<file path="config.mk">
export PLATFORM = sky130hd
export DESIGN_NAME = systolic_host_ctrl
export DESIGN_NICKNAME = d
export VERILOG_FILES = /design/src/rtl/systolic_pkg.sv /design/src/rtl/systolic_rx_collect.sv /design/src/rtl/systolic_host_ctrl.sv
export SDC_FILE = /design/constraint.sdc
export NUM_CORES = 2
export LEC_CHECK = 0
export BUFFER_PORTS_ARGS = -buffer_cell sky130_fd_sc_hd__buf_2
export CAP_MARGIN = 40
export CORE_AREA = 2 2 354 356
export CTS_CLUSTER_DIAMETER = 50
export DETAILED_ROUTE_END_ITERATION = 10
export DIE_AREA = 0 0 356 358
export GPL_ROUTABILITY_DRIVEN = 1
export SLEW_MARGIN = 20
export SYNTH_ARGS = -nofsm -noshare
export SYNTH_HDL_FRONTEND = slang
export SYNTH_SLANG_ARGS = --single-unit
</file>
<file path="constraint.sdc">
create_clock -name clk -period 29.3 [get_ports clk]
set_input_delay 5.86 -clock clk [delete_from_list [all_inputs] [get_ports clk]]
set_output_delay 5.86 -clock clk [all_outputs]
set_load 0.05 [all_outputs]
</file>
<file path="src/rtl/systolic_pkg.sv">
// rtl/systolic_pkg.sv - shared sizes, host FSM states and chunk packing for the systolic host controller
package systolic_pkg;

  localparam int N              = 4;
  localparam int DATA_W         = 8;
  localparam int ACC_W          = 32;
  localparam int CHUNK_W        = 64;
  localparam int NUM_IN_CHUNKS  = 4;
  localparam int NUM_OUT_CHUNKS = 8;

  typedef enum logic [2:0] {IDLE, KICK, SETUP, STROBE, GAP, RECV} host_state_t;

  // Chunk k carries row k of A in the upper half and column k of B in the lower half.
  function automatic logic [CHUNK_W-1:0] pack_chunk(input logic [N*N*DATA_W-1:0] a,
                                                    input logic [N*N*DATA_W-1:0] b,
                                                    input logic [1:0]            k);
    logic [CHUNK_W-1:0] c;
    c = '0;
    for (int i = 0; i < N; i++) begin
      c[CHUNK_W-1-DATA_W*i -: DATA_W]   = a[DATA_W*(N*int'(k)+i) +: DATA_W];
      c[CHUNK_W/2-1-DATA_W*i -: DATA_W] = b[DATA_W*(N*i+int'(k)) +: DATA_W];
    end
    return c;
  endfunction

endpackage

</file>
<file path="src/rtl/systolic_rx_collect.sv">
// rtl/systolic_rx_collect.sv - result chunk capture, timeout tracking and result storage
module systolic_rx_collect
  import systolic_pkg::*;
#(
  parameter int TIMEOUT = 64
) (
  input  logic                     clk,
  input  logic                     reset,
  input  logic                     clr,
  input  logic                     en,
  input  logic                     acc_out_valid,
  input  logic [CHUNK_W-1:0]       acc_final_data_out,
  output logic                     last,
  output logic                     done,
  output logic                     err,
  output logic [N*N*ACC_W-1:0]     result
);

  logic [2:0] j;
  logic [7:0] tcnt;
  logic       live;
  logic       cap;

  // Once done or err is raised the job is over; nothing more is captured or counted.
  assign live = en && !done && !err;
  assign cap  = live && acc_out_valid;
  // Flags the cycle whose edge ends the receive phase, so the top can drop ready in time.
  assign last = live && (cap ? (j == 3'(NUM_OUT_CHUNKS-1)) : (tcnt == 8'(TIMEOUT-1)));

  // Store each accepted chunk as two elements, count idle cycles, pulse done or err.
  always_ff @(posedge clk or posedge reset) begin
    if (reset) begin
      j      <= '0;
      tcnt   <= '0;
      done   <= 1'b0;
      err    <= 1'b0;
      result <= '0;
    end else begin
      done <= 1'b0;
      err  <= 1'b0;
      if (clr) begin
        j      <= '0;
        tcnt   <= '0;
        result <= '0;
      end else if (cap) begin
        // Upper word is element 2j and sits at the lower address of the pair.
        result[CHUNK_W*j +: CHUNK_W] <= {acc_final_data_out[ACC_W-1:0],
                                         acc_final_data_out[CHUNK_W-1:ACC_W]};
        j    <= j + 3'd1;
        tcnt <= '0;
        if (j == 3'(NUM_OUT_CHUNKS-1)) done <= 1'b1;
      end else if (live) begin
        tcnt <= tcnt + 8'd1;
        if (tcnt == 8'(TIMEOUT-1)) err <= 1'b1;
      end
    end
  end

endmodule

</file>
<file path="src/rtl/systolic_host_ctrl.sv">
// rtl/systolic_host_ctrl.sv - host-side job sequencer for the 4x4 int8 systolic accelerator
module systolic_host_ctrl
  import systolic_pkg::*;
#(
  parameter int GAP     = 3,
  parameter int TIMEOUT = 64
) (
  input  logic                     clk,
  input  logic                     reset,
  input  logic                     start,
  input  logic [N*N*DATA_W-1:0]    a_mat,
  input  logic [N*N*DATA_W-1:0]    b_mat,
  output logic                     busy,
  output logic                     done,
  output logic                     err,
  output logic [N*N*ACC_W-1:0]     result,
  output logic                     acc_valid_in,
  output logic [CHUNK_W-1:0]       acc_data_in,
  output logic                     acc_src_valid,
  output logic                     acc_src_ready,
  input  logic                     acc_out_valid,
  input  logic [CHUNK_W-1:0]       acc_final_data_out
);

  host_state_t             state;
  logic [N*N*DATA_W-1:0]   a_q;
  logic [N*N*DATA_W-1:0]   b_q;
  logic [1:0]              k;
  logic [3:0]              gap_cnt;
  logic                    rx_last;
  logic                    rx_clr;
  logic                    rx_en;

  assign rx_clr = (state == IDLE) && start;
  assign rx_en  = (state == RECV);

  // Step through kick, four setup/strobe/gap rounds and the receive phase; outputs are
  // registered for the state being entered.
  always_ff @(posedge clk or posedge reset) begin
    if (reset) begin
      state         <= IDLE;
      a_q           <= '0;
      b_q           <= '0;
      k             <= '0;
      gap_cnt       <= '0;
      busy          <= 1'b0;
      acc_valid_in  <= 1'b0;
      acc_data_in   <= '0;
      acc_src_valid <= 1'b0;
      acc_src_ready <= 1'b0;
    end else begin
      acc_valid_in  <= 1'b0;
      acc_src_valid <= 1'b0;
      case (state)
        IDLE: begin
          if (start) begin
            a_q          <= a_mat;
            b_q          <= b_mat;
            k            <= '0;
            busy         <= 1'b1;
            acc_valid_in <= 1'b1;
            state        <= KICK;
          end
        end
        KICK: begin
          acc_data_in <= pack_chunk(a_q, b_q, 2'd0);
          state       <= SETUP;
        end
        SETUP: begin
          acc_src_valid <= 1'b1;
          state         <= STROBE;
        end
        STROBE: begin
          gap_cnt <= '0;
          state   <= systolic_pkg::GAP;
        end
        systolic_pkg::GAP: begin
          if (gap_cnt == 4'(GAP-1)) begin
            if (k == 2'(NUM_IN_CHUNKS-1)) begin
              acc_src_ready <= 1'b1;
              state         <= RECV;
            end else begin
              k           <= k + 2'd1;
              acc_data_in <= pack_chunk(a_q, b_q, k + 2'd1);
              state       <= SETUP;
            end
          end else begin
            gap_cnt <= gap_cnt + 4'd1;
          end
        end
        RECV: begin
          // The done/err pulse cycle is still busy, so a start there is not taken.
          if (rx_last) acc_src_ready <= 1'b0;
          if (done || err) begin
            busy  <= 1'b0;
            state <= IDLE;
          end
        end
        default: state <= IDLE;
      endcase
    end
  end

  systolic_rx_collect #(
    .TIMEOUT(TIMEOUT)
  ) u_rx (
    .clk                (clk),
    .reset              (reset),
    .clr                (rx_clr),
    .en                 (rx_en),
    .acc_out_valid      (acc_out_valid),
    .acc_final_data_out (acc_final_data_out),
    .last               (rx_last),
    .done               (done),
    .err                (err),
    .result             (result)
  );

endmodule

</file>
Word level (Yosys, flattened, before mapping)
Cells that the tools add are included.
Word-level totals
  register bits after elaboration: 858
  bits in latches: 0
  bits in writable memories: 0
  ROM bits: 0
  input bits: 324
  output and inout bits: 582
  logic and storage cells: 115
  memories: 0
Cells by class
  add/subtract/negate cells: 11
  $mul: 0
  div/mod/pow operators: 0
  magnitude comparators: 0
  eq/ne operators: 16
  shifts and indexed selects: 10
  muxes and demuxes: 40
  bitwise gates (word level): 0
  reductions and logical operators: 23
Operator list (count)
  two-way mux 512 bit: 2
  variable part select 128 x 9 -> 8 bit: 5
  bitwise mux 512 bit: 1
  variable shift 64 x 34 -> 512 bit, first input constant: 1
  variable part select 64 x 34 -> 512 bit: 1
  variable part select 128 x 8 -> 8 bit: 2
  two-way mux 64 bit: 2
  one-hot mux 64 bit (2 select lines): 1
  variable part select 128 x 6 -> 8 bit: 1
  negator 9 -> 34 bit: 1
  two-way mux 8 bit: 3
  two-way mux 3 bit: 6
  one-hot mux 3 bit (6 select lines): 1
  two-way mux 1 bit: 16
  inequality test 2 bit, second input constant: 7
  nonzero test 2 bit: 6
  adder 4 x 2 -> 5 bit, first input constant: 2
  adder 4 x 2 -> 5 bit, second input constant: 2
  equality test 3 bit, second input constant: 3
  AND reduction 3 bit: 3
  adder 8 x 1 -> 8 bit, second input constant: 1
  equality test 8 x 6 -> 1 bit, second input constant: 1
  one-hot mux 4 bit (2 select lines): 1
  AND reduction 4 bit: 2
  other kinds (19): 29

Longest topological paths before layout
  depth in word-level cells: 8
  depth in mapped cells: 11
  depth with buffers taken out: 7

Modules after synthesis
A second synthesis with hierarchy kept.
Second synthesis, totals
  cells, all modules: 2711
  area, all modules: 35455.3 um^2
By module, submodules not included
  systolic_rx_collect: instances 1, cells an instance 1631, area an instance 20985.1 um^2, seq. area each 13137.6 um^2
  systolic_host_ctrl: instances 1, cells an instance 1080, area an instance 14470.1 um^2, seq. area each 8333.0 um^2

Worst setup path before layout
Ideal clock, no wire load.
  path kind: input-to-reg
  start: in acc_out_valid
  end: reg u_rx.result[384]
  setup time: 121 ps
  arrival: 7118 ps
  data required time: 29179 ps
  path slack: 22061 ps
  stages on the path: 6
  buffers on the path: 2
  cells stage by stage: nor4b_4 > nand4_2 > and2_1 > buf_2 > buf_2 > a22o_1
Between the ends
  longest elaborated chain between the ends: 2
RTL lines
  start: declaration: line systolic_host_ctrl.sv:21  | input logic acc_out_valid,
  logical AND 1 bit: line systolic_rx_collect.sv:26  | assign cap = live && acc_out_valid;
  nonzero test 2 bit (no source line)
  end signal: indexed assignment: line systolic_rx_collect.sv:47  | result[CHUNK_W*j +: CHUNK_W] <= {acc_final_data_out[ACC_W-1:0],
  end: declaration: line systolic_rx_collect.sv:16  | output logic [N*N*ACC_W-1:0] result
Every way passes these cells.
A chain may end at the register's enable or synchronous reset.

==> results.md <==
- Initial antenna violation count: 34
- Crit Path Class: input pin to asynchronous set/reset pin
- Yosys reg bits: between 800 and 900
- Pint: 0.00261 W
- XOR/XNOR Fraction of Synth Area: 0.000253
- WP data arrival: 9.47 ns
- Mapped Nets: 3800
- Post-synth ARST share: 1.00
- Gate Count Post-Synth: 3465
- DRT antenna net count: 0
- Max-slew violations: 0
- Max-cap viol count: 0
- Die W: ~360 um
- Clk root buf: clkbuf_16
- Switching Share: 0.401
- Combinational Power Share: 0.326
- Post-synth top area cell: dfrtp_1
- # DRC: 0
- Drt pass-1 iters: 5
- Clock sink total: ~860
- Share of cells above drive strength 1: 0.272
- Initial core utilization: 0.280
- WL/cell: 21.8 um
- GRT Overall Usage: 0.199
- Synth Warn #: 0
- Status: complete, no violations
- Clock Pin Slew Worst Setup and Hold Paths: 0.06 ns
- Primary FF master, synth: dfrtp_1
- Clock Skew: 0.0412 ns
- DR iter-0 viols: 2912
- Nets: 4617
- First-pass GRT wire length: just under 200000 um
- Via-per-instance ratio: 4.98
- Worst R2R Start: k[0]
- Vias in the first global route: 29100
- Complex-gate fraction of the synthesized area: 0.135
- Worst VDD drop: 0.0000650 V
- Adder-cell share of the synthesized area: 0.00398
- Tmin final: between 8 and 9 ns
- Pwr/cell area: 97.2 nW/um^2
- Final setup fails: 0
- Cell Area, Synth: approximately 35000 um^2
- Total core area: 123000 um^2
- Avg Synthesized Cell Area: approximately 10 um^2
- Count of different cell masters after synthesis: 59
- TritonCTS Buffers: approximately 110
- DRT Wirelength: between 100000 and 150000 um
- Setup TNS: 0 ns
- Die Area: 127000 um^2
- F_max: 117 MHz
- Final worst path period share: 0.292
- Boundary Pins: just over 900
- Critical Path Sink Type: asynchronous set/reset pin
- Crit-path max FO: 55
- Fin. Hold Viols: 0
- Relative slew slack: 0.203
- Clk_lat worst skew: ~0.7 ns
- Post_cts resized: 0
- Crit. Startpoint: reset
- H-tree levels: 3
- Vias: between 20000 and 30000
- Placed cell areas: 40900 um^2
- # rows: 129
- Simple-gate share of the synthesized area: 0.185
- RSZ-0062 raised after global routing: false
- Final Instance Area: 44800 um^2
- Sequential share of power: 0.368
- Mux cell area share after synthesis: 0.0188
- Clk pwr share: 0.306
- Post-CTS Setup Bufs: 0
- Cts hold-fix bufs: 0
- HP Class: flop to flop
- Area grow syn2layout: 29.4%
- Worst-Margin Slew: 1.20 ns
- Largest net degree at the start of global routing: 197
- CTS tree: done
- GP Congestion: approximately 0.84
- Type of origin of the critical path: input pin
- Gr ovfl total: 0
- Register area share after synthesis: 0.621
- NetSw: between 0.0015 and 0.002 W
- Clock buffer depth: 3
- Die height: 358 um
- PortBufs: 905
- Final core area utilization: 0.363
- Post-DP HPWL: 90100 um
- HP Start: a_q[50]
- Leakage: 23.0 nW
- Main combinational cell family by area after synthesis: simple AND/OR/NAND/NOR gates
- Post-synth top area share: 0.621
- EDFF count, synth: 0
- Critical path required time: approximately 30 ns
- Ranking of synthesized cells by area: dfrtp_1, nand2_1, a22o_1
worst max-delay path: stages:
cell and delay, ns:
buf_2 0.12, clkinvlp_4 0.18, buf_4 0.24, buf_16 0.27, buf_4 0.64, buf_4 0.68
buf_4 0.51, buf_4 0.50, buf_16 0.29
sequential cells by signal (all words and copies together) (netlist names):
name	count
acc_valid_in	1
u_rx.err	1
u_rx.result	512
k	2
busy	1
acc_src_valid	1
b_q	128
acc_src_ready	1
u_rx.tcnt	8
state	3
u_rx.done	1
gap_cnt	4
acc_data_in	64
u_rx.j	3
a_q	128
power groups by stage:
stage                     Combinational [W]  Clock, W  Sequential [W]
after global routing                0.00155   0.00141         0.00163
after floorplan                    0.000704         0         0.00187
after detailed placement            0.00141         0         0.00162
after CTS                           0.00141   0.00135         0.00160
final                               0.00142   0.00133         0.00160
after global placement              0.00137         0         0.00161
layout make-up:
class                           count  area [um^2]
Inverter                            8         41.3
Clock inverter                     54          633
Timing Repair Buffer              980         5570
Antenna cell                       11         27.5
Fill cell                       12500        78600
Multi-Input combinational cell   2329        12000
Clock buffer                      138         2950
Sequential cell                   858        21500
Tap cell                         1637         2050
cells in the final DEF, fill, tap and decap left out, types with 6 or more instances in the layout:
cell type   Yosys  layout
nand2_1      1099    1098
buf_2          94     906
dfrtp_1       858     857
o21ai_0       321     321
nand3_1       320     320
a22o_1        256     256
clkbuf_16       0     107
nor2_1         81      79
a31oi_1        66      66
mux2i_1        64      64
buf_4           6      46
a21oi_1        34      33
buf_16          0      20
clkbuf_8        0      16
clkbuf_1      127      15
clkinv_2        0      13
diode_2         0      11
clkinvlp_4      0      10
ha_1           11      10
inv_6           0      10
clkinv_4        0       7
inv_1           7       6
bufinv_16       0       6
per-layer routing:
metal	wire length, um	vias up	GRT usage
met5	232	-	0
met4	5040	40	0.0819
met3	12400	298	0.0646
met2	60500	1268	0.315
met1	52800	14800	0.249
li1	-	13500	-
through the flow:
stage	instances	power, W	hold slack [ns]	setup slack [ns]
detailed placement	5802	0.00303	0.458	19.63
finish	6015	0.00435	0.470	20.73
global placement	5782	0.00299	0.454	18.53
floorplan	3465	0.00257	0.437	11.65
CTS	5994	0.00437	0.474	20.44
global route	6011	0.00459	0.486	20.31
final timing paths:
kind | endpoint | slack (ns) | depth (start not counted)
setup reg to reg | acc_data_in[20] | 25.14 | 7
hold reg to reg | a_q[50] | 0.47 | 2
hold / removal | a_q[50] | 0.47 | 2
min in group asynchronous | a_q[122] | 5.09 | 2
setup / recovery | u_rx.result[456] | 20.73 | 9
max in group clk | b_q[121] | 21.20 | 10
cells in the mapped netlist, types with 11 or more instances:
| library cell | instances |
|---|---|
| a22o_1 | 256 |
| ha_1 | 11 |
| nand3_1 | 320 |
| buf_2 | 94 |
| a21oi_1 | 34 |
| dfrtp_1 | 858 |
| a31oi_1 | 66 |
| o21ai_0 | 321 |
| buf_1 | 38 |
| nand2_1 | 1099 |
| clkbuf_1 | 127 |
| mux2i_1 | 64 |
| nor2_1 | 81 |
cell families after synthesis:
kind of cell,after synthesis
and+or+nand+nor,1548
buffers and inverters,278
xor gates and xnor gates,1
DFF,858
adders and majority gates,11
AOI/OAI and AO/OA,704
muxes,65
(Power assumes the default switching activity.)
